===== config.mk =====
export PLATFORM = sky130hd
export DESIGN_NAME = sha2_msg_sched_flat
export DESIGN_NICKNAME = d
export VERILOG_FILES = /design/src/rtl/sha2_msg_sched_pkg.sv /design/src/rtl/sha2_msg_sched_if.sv /design/src/rtl/sha2_msg_sched_sigma.sv /design/src/rtl/sha2_msg_sched.sv /design/src/flat_wrapper.sv
export SDC_FILE = /design/constraint.sdc
export NUM_CORES = 1
export LEC_CHECK = 0
export ABC_CLOCK_PERIOD_IN_PS = 4950
export BUFFER_PORTS_ARGS = -buffer_cell sky130_fd_sc_hd__buf_2
export CAP_MARGIN = 20
export CORE_AREA = 5 5 148 292
export DETAILED_ROUTE_END_ITERATION = 10
export DIE_AREA = 0 0 153 297
export GPL_TIMING_DRIVEN = 0
export MAX_ROUTING_LAYER = met4
export PLACE_DENSITY = 0.79
export SLEW_MARGIN = 25
export SYNTH_ARGS = -nofsm -noshare
export SYNTH_HDL_FRONTEND = slang
export SYNTH_SLANG_ARGS = --single-unit

===== constraint.sdc =====
create_clock -name clk -period 4.95 [get_ports clk]
set_input_delay 0.2475 -clock clk [delete_from_list [all_inputs] [get_ports clk]]
set_output_delay 0.2475 -clock clk [all_outputs]
set_load 0.02 [all_outputs]

===== src/rtl/sha2_msg_sched_pkg.sv =====
// sha2_pkg: shared constants, FSM state type and sigma rotation/shift table
// for the SHA-2 message-schedule expander (SHA-256 and SHA-512 word sizes).
package sha2_pkg;

    // Depth of the sliding window holding W[t-16..t-1]
    localparam int WIN_DEPTH = 16;

    // Width of the schedule index (covers up to 127 rounds)
    localparam int IDX_W = 7;

    typedef enum logic {
        LOAD   = 1'b0,
        EXPAND = 1'b1
    } sched_state_t;

    // Rotation/shift amounts for the small sigmas.
    // sel: 0 = sigma0, 1 = sigma1.
    // k:   0 = first rotate, 1 = second rotate, 2 = logical right shift.
    function automatic int sigma_amt(input int word_w, input int sel, input int k);
        int amt;
        amt = 0;
        if (word_w == 64) begin
            if (sel == 0) amt = (k == 0) ? 1  : (k == 1) ? 8  : 7;
            else          amt = (k == 0) ? 19 : (k == 1) ? 61 : 6;
        end else begin
            if (sel == 0) amt = (k == 0) ? 7  : (k == 1) ? 18 : 3;
            else          amt = (k == 0) ? 17 : (k == 1) ? 19 : 10;
        end
        return amt;
    endfunction

endpackage


===== src/rtl/sha2_msg_sched_if.sv =====
// Stream interface of the message-schedule expander: message words in,
// schedule words (with index and last flag) out.
interface sha2_msg_sched_if #(parameter int WORD_W = 32);

    logic                      in_valid;
    logic                      in_ready;
    logic [WORD_W-1:0]         in_word;
    logic                      out_valid;
    logic                      out_ready;
    logic [WORD_W-1:0]         out_word;
    logic [sha2_pkg::IDX_W-1:0] out_idx;
    logic                      out_last;

    // Producer of message words / consumer of schedule words
    modport master (
        output in_valid, in_word, out_ready,
        input  in_ready, out_valid, out_word, out_idx, out_last
    );

    // The expander itself
    modport slave (
        input  in_valid, in_word, out_ready,
        output in_ready, out_valid, out_word, out_idx, out_last
    );

endinterface


===== src/rtl/sha2_msg_sched_sigma.sv =====
// sha2_sigma: combinational SHA-2 small sigma. SEL=0 gives sigma0,
// SEL=1 gives sigma1; rotate/shift amounts follow WORD_W (32 or 64).
module sha2_sigma
    import sha2_pkg::*;
#(
    parameter int WORD_W = 32,
    parameter int SEL    = 0
) (
    input  logic [WORD_W-1:0] x,
    output logic [WORD_W-1:0] y
);

    localparam int ROT_A = sigma_amt(WORD_W, SEL, 0);
    localparam int ROT_B = sigma_amt(WORD_W, SEL, 1);
    localparam int SHR_C = sigma_amt(WORD_W, SEL, 2);

    assign y = ((x >> ROT_A) | (x << (WORD_W - ROT_A)))
             ^ ((x >> ROT_B) | (x << (WORD_W - ROT_B)))
             ^ (x >> SHR_C);

endmodule


===== src/rtl/sha2_msg_sched.sv =====
// sha2_msg_sched: SHA-2 message-schedule expander. Takes the 16 message
// words of a block and streams W[0..ROUNDS-1] through a one-deep output slot.
// Optional build macro SHA2_SCHED_PIPE_EN registers sigma1(W[t-2]) + W[t-7]
// in a pre-sum stage, halving EXPAND throughput to one word per 2 cycles.
module sha2_msg_sched
    import sha2_pkg::*;
#(
    parameter int WORD_W = 32,
    parameter int ROUNDS = 64
) (
    input  logic                clk,
    input  logic                rst_n,
    input  logic                clr,
    sha2_msg_sched_if.slave     bus,
    output logic                busy
);

    generate
        if (!(WORD_W == 32 || WORD_W == 64)) begin : g_bad_word_w
            $error("sha2_msg_sched: WORD_W must be 32 or 64");
        end
        if (ROUNDS < 16 || ROUNDS > 127) begin : g_bad_rounds
            $error("sha2_msg_sched: ROUNDS must be in 16..127");
        end
    endgenerate

    localparam logic [IDX_W-1:0] ROUNDS_C = IDX_W'(ROUNDS);
    localparam logic [IDX_W-1:0] LAST_IDX = IDX_W'(ROUNDS - 1);
    localparam logic [IDX_W-1:0] LOAD_END = IDX_W'(WIN_DEPTH - 1);

    sched_state_t       state;
    sched_state_t       state_next;
    logic [WORD_W-1:0]  win [WIN_DEPTH];
    logic [IDX_W-1:0]   count;

    logic               slot_free;
    logic               done;
    logic               load_fire;
    logic               exp_fire;
    logic               last_fire;
    logic               pre_ok;

    logic [WORD_W-1:0]  s0_w;
    logic [WORD_W-1:0]  s1_w;
    logic [WORD_W-1:0]  w_new;
    logic [WORD_W-1:0]  next_word;
    logic [IDX_W-1:0]   next_idx;

    sha2_sigma #(.WORD_W(WORD_W), .SEL(0)) u_sigma0 (
        .x (win[1]),
        .y (s0_w)
    );

    sha2_sigma #(.WORD_W(WORD_W), .SEL(1)) u_sigma1 (
        .x (win[WIN_DEPTH-2]),
        .y (s1_w)
    );

`ifdef SHA2_SCHED_PIPE_EN
    logic [WORD_W-1:0] pre_sum;
    logic              pre_valid;

    // Pre-sum stage: capture sigma1(W[t-2]) + W[t-7] once per expanded word;
    // the window is frozen until that word is emitted, so the term stays valid
    always_ff @(posedge clk or negedge rst_n) begin
        if (!rst_n) begin
            pre_sum   <= '0;
            pre_valid <= 1'b0;
        end else if (clr || exp_fire) begin
            pre_valid <= 1'b0;
        end else if (state == EXPAND && !done && !pre_valid) begin
            pre_sum   <= s1_w + win[WIN_DEPTH-7];
            pre_valid <= 1'b1;
        end
    end

    assign pre_ok = pre_valid;
    assign w_new  = pre_sum + s0_w + win[0];
`else
    assign pre_ok = 1'b1;
    assign w_new  = s1_w + win[WIN_DEPTH-7] + s0_w + win[0];
`endif

    // State register
    always_ff @(posedge clk or negedge rst_n) begin
        if (!rst_n) state <= LOAD;
        else        state <= state_next;
    end

    // Next state: LOAD until the 16th message word, EXPAND until the last
    // schedule word is handed off (a new M[0] may be taken in that same cycle)
    always_comb begin
        state_next = state;
        if (clr)                                state_next = LOAD;
        else if (last_fire)                     state_next = LOAD;
        else if (load_fire && count == LOAD_END) state_next = EXPAND;
    end

    // Handshake and control decode
    always_comb begin
        slot_free    = !bus.out_valid || bus.out_ready;
        done         = (count == ROUNDS_C);
        bus.in_ready = slot_free && ((state == LOAD) || done);
        load_fire    = bus.in_valid && bus.in_ready && !clr;
        exp_fire     = (state == EXPAND) && !done && slot_free && pre_ok && !clr;
        last_fire    = bus.out_valid && bus.out_ready && bus.out_last && !clr;
        busy         = (count != '0) || bus.out_valid;
        next_word    = load_fire ? bus.in_word : w_new;
        next_idx     = (load_fire && done) ? '0 : count;
    end

    // Window, count and output slot: a new word (message or expanded) shifts
    // into the window and the slot together; a bare handshake empties the slot
    always_ff @(posedge clk or negedge rst_n) begin
        if (!rst_n) begin
            for (int i = 0; i < WIN_DEPTH; i++) win[i] <= '0;
            count         <= '0;
            bus.out_valid <= 1'b0;
            bus.out_word  <= '0;
            bus.out_idx   <= '0;
            bus.out_last  <= 1'b0;
        end else if (clr) begin
            count         <= '0;
            bus.out_valid <= 1'b0;
        end else if (load_fire || exp_fire) begin
            for (int i = 0; i < WIN_DEPTH - 1; i++) win[i] <= win[i+1];
            win[WIN_DEPTH-1] <= next_word;
            count         <= next_idx + IDX_W'(1);
            bus.out_valid <= 1'b1;
            bus.out_word  <= next_word;
            bus.out_idx   <= next_idx;
            bus.out_last  <= (next_idx == LAST_IDX);
        end else if (bus.out_valid && bus.out_ready) begin
            bus.out_valid <= 1'b0;
            if (bus.out_last) count <= '0;
        end
    end

endmodule


===== src/flat_wrapper.sv =====
// flat-port wrapper written by rule: the top's interface ports become plain ports
module sha2_msg_sched_flat import sha2_pkg::*;
#(
    parameter int WORD_W = 32,
    parameter int ROUNDS = 64
)
  (clk, rst_n, clr, busy, bus_in_valid, bus_in_word, bus_out_ready, bus_in_ready, bus_out_valid, bus_out_word, bus_out_idx, bus_out_last);
  sha2_msg_sched_if #(.WORD_W(WORD_W)) bus_i ();
  input  logic clk;
  input  logic rst_n;
  input  logic clr;
  output logic busy;
  input wire logic [$bits(bus_i.in_valid)-1:0] bus_in_valid;
  input wire logic [$bits(bus_i.in_word)-1:0] bus_in_word;
  input wire logic [$bits(bus_i.out_ready)-1:0] bus_out_ready;
  output wire logic [$bits(bus_i.in_ready)-1:0] bus_in_ready;
  output wire logic [$bits(bus_i.out_valid)-1:0] bus_out_valid;
  output wire logic [$bits(bus_i.out_word)-1:0] bus_out_word;
  output wire logic [$bits(bus_i.out_idx)-1:0] bus_out_idx;
  output wire logic [$bits(bus_i.out_last)-1:0] bus_out_last;
  assign bus_i.in_valid = bus_in_valid;
  assign bus_i.in_word = bus_in_word;
  assign bus_i.out_ready = bus_out_ready;
  assign bus_in_ready = bus_i.in_ready;
  assign bus_out_valid = bus_i.out_valid;
  assign bus_out_word = bus_i.out_word;
  assign bus_out_idx = bus_i.out_idx;
  assign bus_out_last = bus_i.out_last;
  sha2_msg_sched #(.WORD_W(WORD_W), .ROUNDS(ROUNDS)) u_core (.clk(clk), .rst_n(rst_n), .clr(clr), .bus(bus_i), .busy(busy));
endmodule

==> qor.txt, run 1 <==
final setup vio count - 0
post-route cell area - 0.0280 sq mm
Fin. Hold Viols - 0
clk sinks - 529
Startpoint Class - flop
total chip power - 0.0187 W
max-slew violations - 0
# DRC - 0
overflow left after global routing - 0
MaxCap Viol Count - 0
antenna violations before repair - 0
Main synth FF type - dfrtp_1
All-Layer GR Usage - 31.0%
Critical R2R Launch - u_core.win[53]
die height - 297 um
Core Rows - 105
final WL - 67.7 mm
FF+latch count, synth - 529
Clock H-tree levels - 2
detailed placement HPWL - 50.7 mm
synthesized area - 0.0250 sq mm
critical-path maximum fanout - 5
largest net degree at the start of global routing - 96
pwr dens - 667 mW/mm^2
number of port buffers - 79
DRT iter0 DRCs - 1592
Worst Setup Slack, final - 0.145 ns
average size of a mapped cell - 8.67 sq um
Via density - 5.39
num ports - 80
CTS tree - built
Post-synth EDFFs - 0
pre-CTS WS - 0.0587 ns
syn nets - 3016
Max Freq - 208 MHz
Synth Instances - 2883
CP endpoint kind - flop
FF-to-FF setup slack - 0.15 ns
Clock transition at path regs - 0.08 ns
vias in the first global route - 19.5k
Seq/Total Area, Yosys - 53.0%
critical path type - reg2reg
Layout Area Growth over Synthesis - 11.9%
HP Start - bus_in_word[20]
LEAKAGE - 15.2 nW
Initial Util - 61.4%
reg-to-reg endpoint - u_core.bus.out_word[30]
Hold Path Class - in2reg
die area - 0.0454 sq mm
Worst Setup SP - u_core.win[53]
share of layout cells above drive strength 1 - 9.32%
Final Core Density - 68.7%
die width - 153 um
clock skew - 0.0273 ns
clk_lat worst skew - 0.58 ns
most common cell after layout, fill and taps aside - nand2_1
Pre-Repair DR Iteration Count - 5
Root Buffer - clkbuf_16
WL/cell - 18.8 um
Ys Warns - 0
Worst Max-Slew Pin Slew - 0.947 ns
n_diodes - 0
Netlist cell types - 65
via count - 19.4k
period utilization - 97.1%
most frequent cells in the layout - nand2_1, dfrtp_1, buf_2, inv_1, xnor2_1
status - complete, no violations
Fill cells - 3222
Max-slew headroom - 36.9%
Longest Clk Path Bufs - 3
Final #Nets - 3171
Hold Path Depth - 3
peak supply drop - 0.000422 V
crit path DAT - 5.25 ns
worst reg-to-reg path cell count - 16
RSZ-0062 raised after global routing - no
CTS buffer count - 45
placed cell area - 0.0262 sq mm
Final ANT Viol Nets - 0
Hold WS - 0.00679 ns
Crit path required time - 5.39 ns
first-pass GRT wire length - 108 mm
Final GP Congestion - 1.01
async set-reset flop share out of synthesis - 100%
Post-CTS Setup Bufs - 0
Final min period - 4.80 ns
CORE AREA - 0.0407 sq mm
Hold EP - u_core.bus.out_word[20]
[sequential cells by signal, indices dropped and copies added, names as in the netlist]
signal                cells
u_core.bus.out_word      32
u_core.bus.out_idx        7
u_core.state              1
u_core.win              480
u_core.bus.out_valid      1
u_core.bus.out_last       1
u_core.count              7
[routing by layer]
layer / global-route usage, % / wire, um
met1: 38.6 / 26000
met2: 51.2 / 34000
met5: - / 0
met3: 3.33 / 3720
met4: 14.4 / 4050
[stage by stage]
stage	setup TNS, ns	std cells
finish	0	3604
global route	0	3604
CTS	0	3604
detailed placement	0	3502
global placement	-3626.45	3497
floorplan	0	2883
[critical path: stages, from the launching register on]
cell and delay, ns:
dfrtp_1 0.33, clkbuf_1 0.30, xnor2_1 0.13, xnor2_1 0.54, fa_1 0.56, inv_1 0.11, fa_1 0.42, inv_1 0.07
ha_1 0.28, and2_4 0.19, a221oi_2 0.39, a21oi_1 0.12, o21ai_1 0.24, a21oi_1 0.22, a211oi_1 0.37, xor2_1 0.26
a21oi_1 0.12
[what timing repair did]
item                                    4_1_cts  5_1_grt
gates resized for setup                       0        4
endpoints found under the setup margin        0        2
hold buffers                                 24        0
hold endpoints to repair                     96        0
[report_power, final]
| part | switching, W | leakage (nW) | internal [W] |
|---|---|---|---|
| clock network | 0.00161 | 0.745 | 0.00206 |
| registers | 0.000876 | 7.07 | 0.00540 |
| logic | 0.00553 | 7.40 | 0.00318 |
| total | 0.00802 | 15.2 | 0.0106 |
[cells by family after synthesis]
logic type	count (synthesis)	share of synthesized area, %
compound gates	207	5.05
xor+xnor	142	4.98
fa+ha+maj	96	6.67
buf+inv	357	6.37
flops	529	53.0
mux	2	0.0851
simple gates	1550	23.9
[layout make-up]
class / instances / area (sq um) / area share (%)
flip-flops and latches: 529 / 13200 / 47.3
multi-input cells: 1997 / 10200 / 36.4
plain buffers: 211 / 1040 / 3.73
clock buffers: 60 / 1260 / 4.51
repair buffers: 108 / 783 / 2.80
well taps: 535 / 669 / 2.39
inverters: 146 / 548 / 1.96
clock inverters: 18 / 251 / 0.899
[cell usage after synthesis, types with 4 or more instances]
master	instances	area share, %
xor2_1	25	0.88
o21bai_1	8	0.24
buf_4	32	0.96
o22ai_1	6	0.15
o21ai_1	4	0.080
a221oi_1	5	0.18
buf_6	5	0.23
a211oi_1	5	0.15
clkbuf_1	98	1.5
inv_1	146	2.2
buf_2	74	1.5
dfrtp_1	529	53
o21ai_0	72	1.4
xnor2_1	117	4.1
and3_1	6	0.15
nand2b_1	5	0.13
nand2_1	1457	22
a21o_1	13	0.39
a22oi_1	5	0.15
nor3_1	8	0.16
nand4_1	4	0.10
nor2_1	40	0.60
ha_1	34	1.7
a31oi_1	9	0.23
o21a_1	4	0.12
fa_1	62	5.0
a21oi_1	54	1.1
nand3_1	11	0.22
[worst max-delay path by stage]
stage                              end  cells after the start  slack [ns]
2_1_floorplan  u_core.bus.out_word[29]                     16        1.06
3_3_place_gp           u_core.win[302]                      1       -6.91
3_5_place_dp   u_core.bus.out_word[29]                     16        0.06
4_1_cts        u_core.bus.out_word[29]                     16        0.06
5_1_grt        u_core.bus.out_word[26]                     16        0.03
6_report       u_core.bus.out_word[30]                     16        0.15
Power figures use the tool's default switching activity.
==> inputs of run 2 (changes only) <==
Settings changed: BUFFER_PORTS_ARGS -buffer_cell sky130_fd_sc_hd__buf_2 to default, CORE_AREA 5 5 148 292 to 5 5 146 288, DIE_AREA 0 0 153 297 to 0 0 151 293, DONT_BUFFER_PORTS from default to 1.
==> qor.txt, run 2 (synthesis gave the netlist of run 1 again) <==
status - finished with violations
violated checks - negative hold slack, max-slew violations
Final min period - 4.72 ns (-0.0802 ns)
max-slew violations - 362 (+362)
GRT met3 Usage - 3.61% (+0.28 points)
die height - 293 um (-1.3%)
Sw Share - 43.2% (+0.26 points)
CP endpoint kind - flop
num ports - 80 (unchanged)
share of layout cells above drive strength 1 - 6.80% (-2.5 points)
most common cell after layout, fill and taps aside - nand2_1
RSZ-0062 raised after global routing - no
CTS Hold Bufs - 35 (+46%)
vias in the first global route - 19.8k (+1.5%)
Fill cells - 3150 (-2.2%)
Largest regs - u_core.win x480, u_core.bus.out_word x32
# DRC - 0 (unchanged)
first-pass GRT wire length - 112 mm (+4.0%)
LEAKAGE - 14.9 nW (-2.3%)
Final ANT Viol Nets - 0 (unchanged)
Startpoint Class - flop
clk_lat worst skew - 0.58 ns (about the same)
Core Rows - 103 (-1.9%)
met2 usage - 60.0% (+8.7 points)
sequential power share - 34.0% (+0.4 points)
peak supply drop - 0.000392 V (-7.0%)
Clock H-tree levels - 2 (unchanged)
period utilization - 95.4% (-1.6 points)
WL/cell - 20.5 um (+9.3%)
CTS buffer count - 45 (unchanged)
Fin Setup TNS - 0 ns (unchanged)
clk sinks - 529 (unchanged)
post-route cell area - 0.0275 sq mm (-1.6%)
grt met1 use - 35.9% (-2.6 points)
overflow left after global routing - 0 (unchanged)
detailed placement HPWL - 54.4 mm (+7.3%)
pwr dens - 675 mW/mm^2 (+1.2%)
Logic pwr share - 46.4% (-0.3 points)
Psw - 0.00803 W (+0.14%)
worst reg-to-reg path cell count - 16 (unchanged)
CORE AREA - 0.0394 sq mm (-3.2%)
die width - 151 um (-1.3%)
largest net degree at the start of global routing - 530 (+450%)
clock network power share - 19.6% (about the same)
via count - 19.0k (-2.3%)
Root Buffer - clkbuf_16
critical path type - reg2reg
Post-CTS Setup Bufs - 0 (unchanged)
DRT iter0 DRCs - 1281 (-20%)
clock skew - 0.0165 ns (-0.0108 ns)
Pre-Repair DR Iteration Count - 6 (+1)
placed cell area - 0.0257 sq mm (-2.1%)
die area - 0.0442 sq mm (-2.6%)
All-Layer GR Usage - 34.6% (+3.7 points)
Via density - 5.39 (-0.10%)
Clock transition at path regs - 0.07 ns (about the same)
Hold WS - -0.625 ns (-0.632 ns)
antenna violations before repair - 1 (+1)
final setup vio count - 0 (unchanged)
CTS tree - built
P_int - 0.0106 W (-0.89%)
Layout Area Growth over Synthesis - 10.1%
crit path DAT - 5.17 ns (-0.08 ns)
Longest Clk Path Bufs - 3 (unchanged)
final WL - 72.3 mm (+6.8%)
global route hottest layer - met2
MaxCap Viol Count - 0 (unchanged)
Max Freq - 212 MHz (+1.7%)
number of port buffers - 0 (-100%)
Fin. Hold Viols - 529 (+529)
Max-slew headroom - -20.5% (-57 points)
Largest Register - u_core.win
max reg flops - 480 (unchanged)
most frequent cells in the layout - nand2_1, dfrtp_1, inv_1, xnor2_1, clkbuf_1
Hold Path Class - in2async
Initial Util - 63.4% (+2.0 points)
Final GP Congestion - 1.00 (-1.2%)
Crit path required time - 5.39 ns (about the same)
Worst Max-Slew Pin Slew - 1.81 ns (+0.860 ns)
Final #Nets - 3098 (-2.3%)
critical-path maximum fanout - 6 (+1)
run 2: power groups by stage:
stage	registers [W]	logic (W)	clock network [W]
3_3_place_gp	0.00633	0.00823	0
5_1_grt	0.00641	0.00944	0.00384
4_1_cts	0.00631	0.00850	0.00367
6_report	0.00633	0.00862	0.00364
2_1_floorplan	0.00595	0.00598	0
3_5_place_dp	0.00637	0.00834	0
run 2: stage by stage:
stage	cells	hold WS, ns	setup WS (ns)	util, %	power, W
global route	3524	-0.634	0.0598	69.8	0.0197
CTS	3523	-0.648	0.128	69.7	0.0185
global placement	3408	-0.0324	-0.0275	65.1	0.0146
floorplan	2883	-0.0481	1.06	-	0.0119
detailed placement	3408	-0.0340	-0.139	65.1	0.0147
finish	3524	-0.625	0.225	69.8	0.0186
run 2: routing by layer:
layer | up-vias | routed length [um]
li1 | 8929 | -
met1 | 9159 | 24500
met2 | 641 | 38000
met3 | 255 | 2920
met4 | 0 | 6890
met5 | - | 0
run 2: critical path: stages (launching register included):
cell and delay (ns):
dfrtp_1 0.32, clkbuf_1 0.39, xnor2_1 0.16, xnor2_1 0.16, fa_1 0.62, inv_1 0.09
fa_1 0.54, inv_1 0.05, ha_1 0.37, a21oi_1 0.23, o21ai_0 0.12, a21o_1 0.21
a221o_1 0.42, a211oi_1 0.37, o21ai_0 0.20, xnor2_1 0.24, o21ai_0 0.10
run 2: final timing paths:
| path | start | to | slack (ns) |
|---|---|---|---|
| worst max-delay path | u_core.win[459] | u_core.bus.out_word[31] | 0.23 |
| worst min-delay path | rst_n | u_core.win[391] | -0.63 |
| worst max register to register | u_core.win[459] | u_core.bus.out_word[31] | 0.23 |
| worst min register to register | u_core.win[306] | u_core.win[338] | 0.46 |
| max in group asynchronous | rst_n | u_core.win[366] | 4.14 |
| min in group clk | bus_in_valid | u_core.count[0] | 0.03 |
run 2: repair_timing:
action | in CTS | in global routing
resized for setup | 1 | 4
endpoints found under the hold margin | 564 | 529
setup endpoints to repair | 2 | 4
run 2: layout make-up:
class                      count  area [sq um]  share of cell area [%]
timing repair buffer          35           350                    1.27
inverter                     146           548                    1.99
clock inverter                19           228                   0.827
tap                          525           657                    2.39
antenna                        1          2.50                 0.00909
buffer                       211          1040                    3.79
multi-input combinational   1997         10200                    37.0
clock buffer                  61          1270                    4.60
sequential                   529         13200                    48.1
